`config.mk`:
```
export PLATFORM = sky130hd
export DESIGN_NAME = lsu_ctrl
export DESIGN_NICKNAME = d
export VERILOG_FILES = /design/src/rtl/lsu_ctrl.sv
export SDC_FILE = /design/constraint.sdc
export NUM_CORES = 1
export LEC_CHECK = 0
export CORE_UTILIZATION = 23
export DETAILED_ROUTE_END_ITERATION = 7
export PLACE_DENSITY = 0.49
export RECOVER_POWER = 50
export SLEW_MARGIN = 20
export SYNTH_ARGS = -nofsm -noshare
export SYNTH_HDL_FRONTEND = slang
export SYNTH_SLANG_ARGS = --single-unit
```
`constraint.sdc`:
```
create_clock -name clk_i -period 4.9 [get_ports clk_i]
set_clock_uncertainty 0.15 [all_clocks]
set_input_delay 0.98 -clock clk_i [delete_from_list [all_inputs] [get_ports clk_i]]
set_output_delay 0.98 -clock clk_i [all_outputs]
set_load 0.02 [all_outputs]
```
`src/rtl/lsu_ctrl.sv`:
```
// lsu_ctrl: load/store unit controller between the core pipeline and a
// single-ported word memory. One access in flight at a time; sub-word
// stores are replicated across lanes, sub-word loads are extracted and
// sign/zero-extended on return.
//
// state | meaning
// IDLE  | waiting for a core request; decode and alignment check
// BUSY  | memory request outstanding, fields held constant until ready
// DONE  | load data presented, pipeline released for one cycle
module lsu_ctrl (
    input  logic        clk_i,
    input  logic        rst_ni,
    input  logic        core_req_i,
    input  logic        core_we_i,
    input  logic [2:0]  core_size_i,
    input  logic [31:0] core_addr_i,
    input  logic [31:0] core_wd_i,
    output logic [31:0] core_rd_o,
    output logic        core_stall_o,
    output logic        core_misalign_o,
    output logic        mem_req_o,
    output logic        mem_we_o,
    output logic [3:0]  mem_be_o,
    output logic [31:0] mem_addr_o,
    output logic [31:0] mem_wd_o,
    input  logic [31:0] mem_rd_i,
    input  logic        mem_ready_i
);

    typedef enum logic [1:0] {
        IDLE = 2'd0,
        BUSY = 2'd1,
        DONE = 2'd2
    } state_t;

    localparam logic [2:0] LDST_B  = 3'd0;
    localparam logic [2:0] LDST_H  = 3'd1;
    localparam logic [2:0] LDST_W  = 3'd2;
    localparam logic [2:0] LDST_BU = 3'd4;
    localparam logic [2:0] LDST_HU = 3'd5;

    state_t      state_q;
    logic [2:0]  size_q;
    logic [1:0]  off_q;
    logic        we_q;
    logic [3:0]  be_q;
    logic [31:0] addr_q;
    logic [31:0] wd_q;
    logic [31:0] rd_q;

    logic        req_bad;
    logic [3:0]  be_next;
    logic [31:0] wd_next;
    logic [31:0] rd_ext;

    // Request decode: illegal sizes, stores of unsigned widths and misalignment all reject.
    always_comb begin
        req_bad = 1'b0;
        be_next = 4'b0000;
        wd_next = core_wd_i;
        case (core_size_i)
            LDST_B, LDST_BU: begin
                req_bad = core_we_i && (core_size_i == LDST_BU);
                be_next = 4'b0001 << core_addr_i[1:0];
                wd_next = {4{core_wd_i[7:0]}};
            end
            LDST_H, LDST_HU: begin
                req_bad = core_addr_i[0] || (core_we_i && (core_size_i == LDST_HU));
                be_next = 4'b0011 << core_addr_i[1:0];
                wd_next = {2{core_wd_i[15:0]}};
            end
            LDST_W: begin
                req_bad = (core_addr_i[1:0] != 2'b00);
                be_next = 4'b1111;
                wd_next = core_wd_i;
            end
            default: req_bad = 1'b1;
        endcase
    end

    // Load extraction from the returned word using the latched size and offset.
    always_comb begin
        logic [7:0]  byte_sel;
        logic [15:0] half_sel;
        byte_sel = mem_rd_i[8*off_q +: 8];
        half_sel = off_q[1] ? mem_rd_i[31:16] : mem_rd_i[15:0];
        case (size_q)
            LDST_B:  rd_ext = {{24{byte_sel[7]}}, byte_sel};
            LDST_BU: rd_ext = {24'h0, byte_sel};
            LDST_H:  rd_ext = {{16{half_sel[15]}}, half_sel};
            LDST_HU: rd_ext = {16'h0, half_sel};
            default: rd_ext = mem_rd_i;
        endcase
    end

    // Sequencer: latch the access in IDLE, hold it through BUSY, release in DONE.
    always_ff @(posedge clk_i or negedge rst_ni) begin
        if (!rst_ni) begin
            state_q <= IDLE;
            size_q  <= 3'd0;
            off_q   <= 2'd0;
            we_q    <= 1'b0;
            be_q    <= 4'b0000;
            addr_q  <= 32'h0;
            wd_q    <= 32'h0;
            rd_q    <= 32'h0;
        end else begin
            case (state_q)
                IDLE: begin
                    if (core_req_i && !req_bad) begin
                        size_q  <= core_size_i;
                        off_q   <= core_addr_i[1:0];
                        we_q    <= core_we_i;
                        be_q    <= be_next;
                        addr_q  <= {core_addr_i[31:2], 2'b00};
                        wd_q    <= wd_next;
                        state_q <= BUSY;
                    end
                end
                BUSY: begin
                    if (mem_ready_i) begin
                        if (!we_q) begin
                            rd_q <= rd_ext;
                        end
                        state_q <= DONE;
                    end
                end
                DONE: state_q <= IDLE;
                default: state_q <= IDLE;
            endcase
        end
    end

    // Core-facing handshake: stall goes high the same cycle a legal request is seen.
    always_comb begin
        core_stall_o    = (state_q == BUSY) ||
                          ((state_q == IDLE) && core_req_i && !req_bad);
        core_misalign_o = (state_q == IDLE) && core_req_i && req_bad;
    end

    assign mem_req_o  = (state_q == BUSY);
    assign mem_we_o   = we_q;
    assign mem_be_o   = be_q;
    assign mem_addr_o = addr_q;
    assign mem_wd_o   = wd_q;
    assign core_rd_o  = rd_q;

endmodule
```
==> out/metrics.yaml <==
cts_sinks: 106
antenna_found_initial: 0
status: "complete, but fails checks"
dr.pass1.iters: 6
synth.avg_cell_area_um2: 10.98
htree_levels: 3
grt_usage_pct: 14.91
final_cell_mix: "156 x clkdlybuf4s50_1, 106 x dfrtp_1, 50 x nand2_1"
min_from: "mem_be_o[2]"
ios: 208
dpl.hpwl_um: 11920
fin_hold_ws_ns: 0.3336
min_path_type: "reg -> reg"
final_common_cell: "clkdlybuf4s50_1"
routed.top_layer: "met4"
initialDrtViolationCount: 180
routedWlPerCell_um: 17.50
cts_resized: 0
tightest_slew_ns: 1.953
nFillCells: 2190
drive_gt1_share_pct: 12.16
antenna_cells: 0
vdd_drop_max_mv: 0.2074
yosysWarnings: 0
finalHoldViolCount: 0
die_y_um: 151.1
crit_buf_inv: 2
total_power_mw: 3.884
post_cts.repair.setup_buffers: 0
synth_cells: 466
dr_wl_met3_um: 1675
crit_top_cell: "a21oi_1"
route.final.wire_length_um: 16420
syn_to_final_growth_pct: 49.76
path_delay_family: "buffers and inverters"
startpoint_type: "primary input"
slew_headroom_pct: -30.21
grt_pass1_vias: 4493
critical_path_class: "in -> reg"
crit_required_ns: 4.94
dr_total_vias: 4262
slew_violations: 76
die_w_um: 151.1
violations: "max-capacitance violations, max-slew violations"
cp-end-kind: "flip-flop"
cts_tree: "built"
dieArea_um2: 22840
numPortBuffers: 205
dr_wl_met2_um: 7463
gp_congestion: 0.8234
start_util_pct: 23.44
fmaxAchievable_mhz: 249.6
ys_seq_area_share_pct: 51.86
fin_crit_ns: 4.006
wirelength_met1_um: 6867
cts_inserted_buffers: 9
clkTransAtPathRegs_ns: 0.08
globalRoute.totalOverflow: 0
netlist_area_um2: 5115
grt_pass1_wl_um: 25570
startpoint: "mem_ready_i"
grt_max_degree: 76
worst_path_largest_cell_delay_ns: 0.97
maxCapViolations: 1
rr_startpoint: "mem_we_o"
cp.arrival_ns: 4.04
fin_tns_setup_ns: 0
rsz0062_at_grt: "false"
cp_max_fo: 31
insertion_delay_ns: 0.35
synth_area_leaders: "dfrtp_1 52%, mux2_4 12%, mux2i_1 5.3%"
cts_hold_buf: 0
fin_area_um2: 7660
cts_buffer_depth: 2
yosys.area.top_type: "dfrtp_1"
via_per_inst: 4.544
power_density_nw_per_um2: 507.0
postPlaceCellArea_um2: 7383
slowest_stage: "clkbuf_1"
period_share_pct: 81.75
synth-seq-cells: 106
core_um2: 21820
rows: 54
finalNetCount: 759
path_cells: "dlygate4sd3_1 > and4bb_2 > clkbuf_1 > nand2_1 > a21oi_1 > a21oi_1"
dp_slack_ns: 0.9603
clockRootBuffer: "clkbuf_16"
p_leak_nw: 3.311
netlist.area_leader.share_pct: 51.86
final-setup-viol-count: 0
ys_types: 39
drc_errors: 0
ant_nets: 0
worst_slack_ns: 0.8942
[worst reg2reg max path, delay by kind of cell, from the launching register on]
family / cells / cell delay (ns)
AOI/OAI and AO/OA: 2 / 0.79
DFF: 1 / 0.41
buffers and inverters: 1 / 0.97
and+or+nand+nor: 2 / 0.77
[state kept, by name (all words and copies together), names as in the netlist]
name and flops:
core_rd_o 32, mem_wd_o 32, mem_addr_o 30, mem_be_o 4
size_q 3, off_q 2, state_q 2, mem_we_o 1
[cells in the mapped netlist]
cell,count
inv_1,5
mux2_4,42
o22ai_1,1
or2_2,1
a21o_1,1
conb_1,1
a31oi_1,16
o21ai_0,39
nor2_1,36
buf_1,3
buf_6,5
nand2_1,50
and2_1,1
o211ai_1,6
nor4b_1,1
a221oi_1,1
nand2b_1,4
buf_2,6
nand4_1,1
or3_1,9
o32a_1,1
nand3b_1,1
nand3_1,7
nand4bb_1,1
nor3_1,1
o32ai_1,1
o31ai_1,1
nor4_1,1
clkbuf_1,18
o41ai_1,1
buf_4,3
mux2_2,15
mux2i_1,27
a22oi_1,1
and4bb_2,1
dfrtp_1,106
a21oi_1,45
nor2b_1,2
nor3b_1,4
[stage by stage]
stage	instances	utilization [%]
floorplan	467	-
global placement	924	33.83
detailed placement	924	33.83
CTS	938	35.13
global route	938	35.10
finish	938	35.10
[final timing paths]
kind / cells past startpoint / end / slack (ns)
min: 2 / mem_be_o[2] / 0.33
min reg2reg: 2 / mem_be_o[2] / 0.33
max reg2reg: 5 / core_rd_o[10] / 1.65
max in group asynchronous: 2 / core_rd_o[13] / 2.22
max: 6 / core_rd_o[10] / 0.89
min in group asynchronous: 1 / mem_addr_o[29] / 1.03
[where the power goes]
group	internal, mW	total (mW)	leakage, nW	switching, mW
Combinational	0.867	1.72	1.90	0.854
Clock	0.391	0.724	0.141	0.333
Sequential	1.19	1.44	1.27	0.244
Total	2.45	3.88	3.31	1.43
[cells by family after synthesis]
logic type	synth area share (%)
DFF	51.86
and+or+nand+nor	10.79
AOI/OAI and AO/OA	12.33
muxes	20.91
other	0.07332
buffers and inverters	4.036
[area by class of cell]
cell class	count	area, um2	share of cell area [%]
clock inverters	5	57.56	0.7514
inverters	5	18.77	0.2450
clock buffers	9	225.2	2.940
well taps	280	350.3	4.574
multi-input cells	321	2260	29.50
repair buffers	212	2096	27.36
flip-flops and latches	106	2653	34.63
[per-layer routing]
metal	vias up	GRT usage, %
met5	-	0
met4	0	6.350
met3	23	5.361
met2	176	23.39
met1	2042	18.39
li1	2021	-
Power figures use the tool's default switching activity.
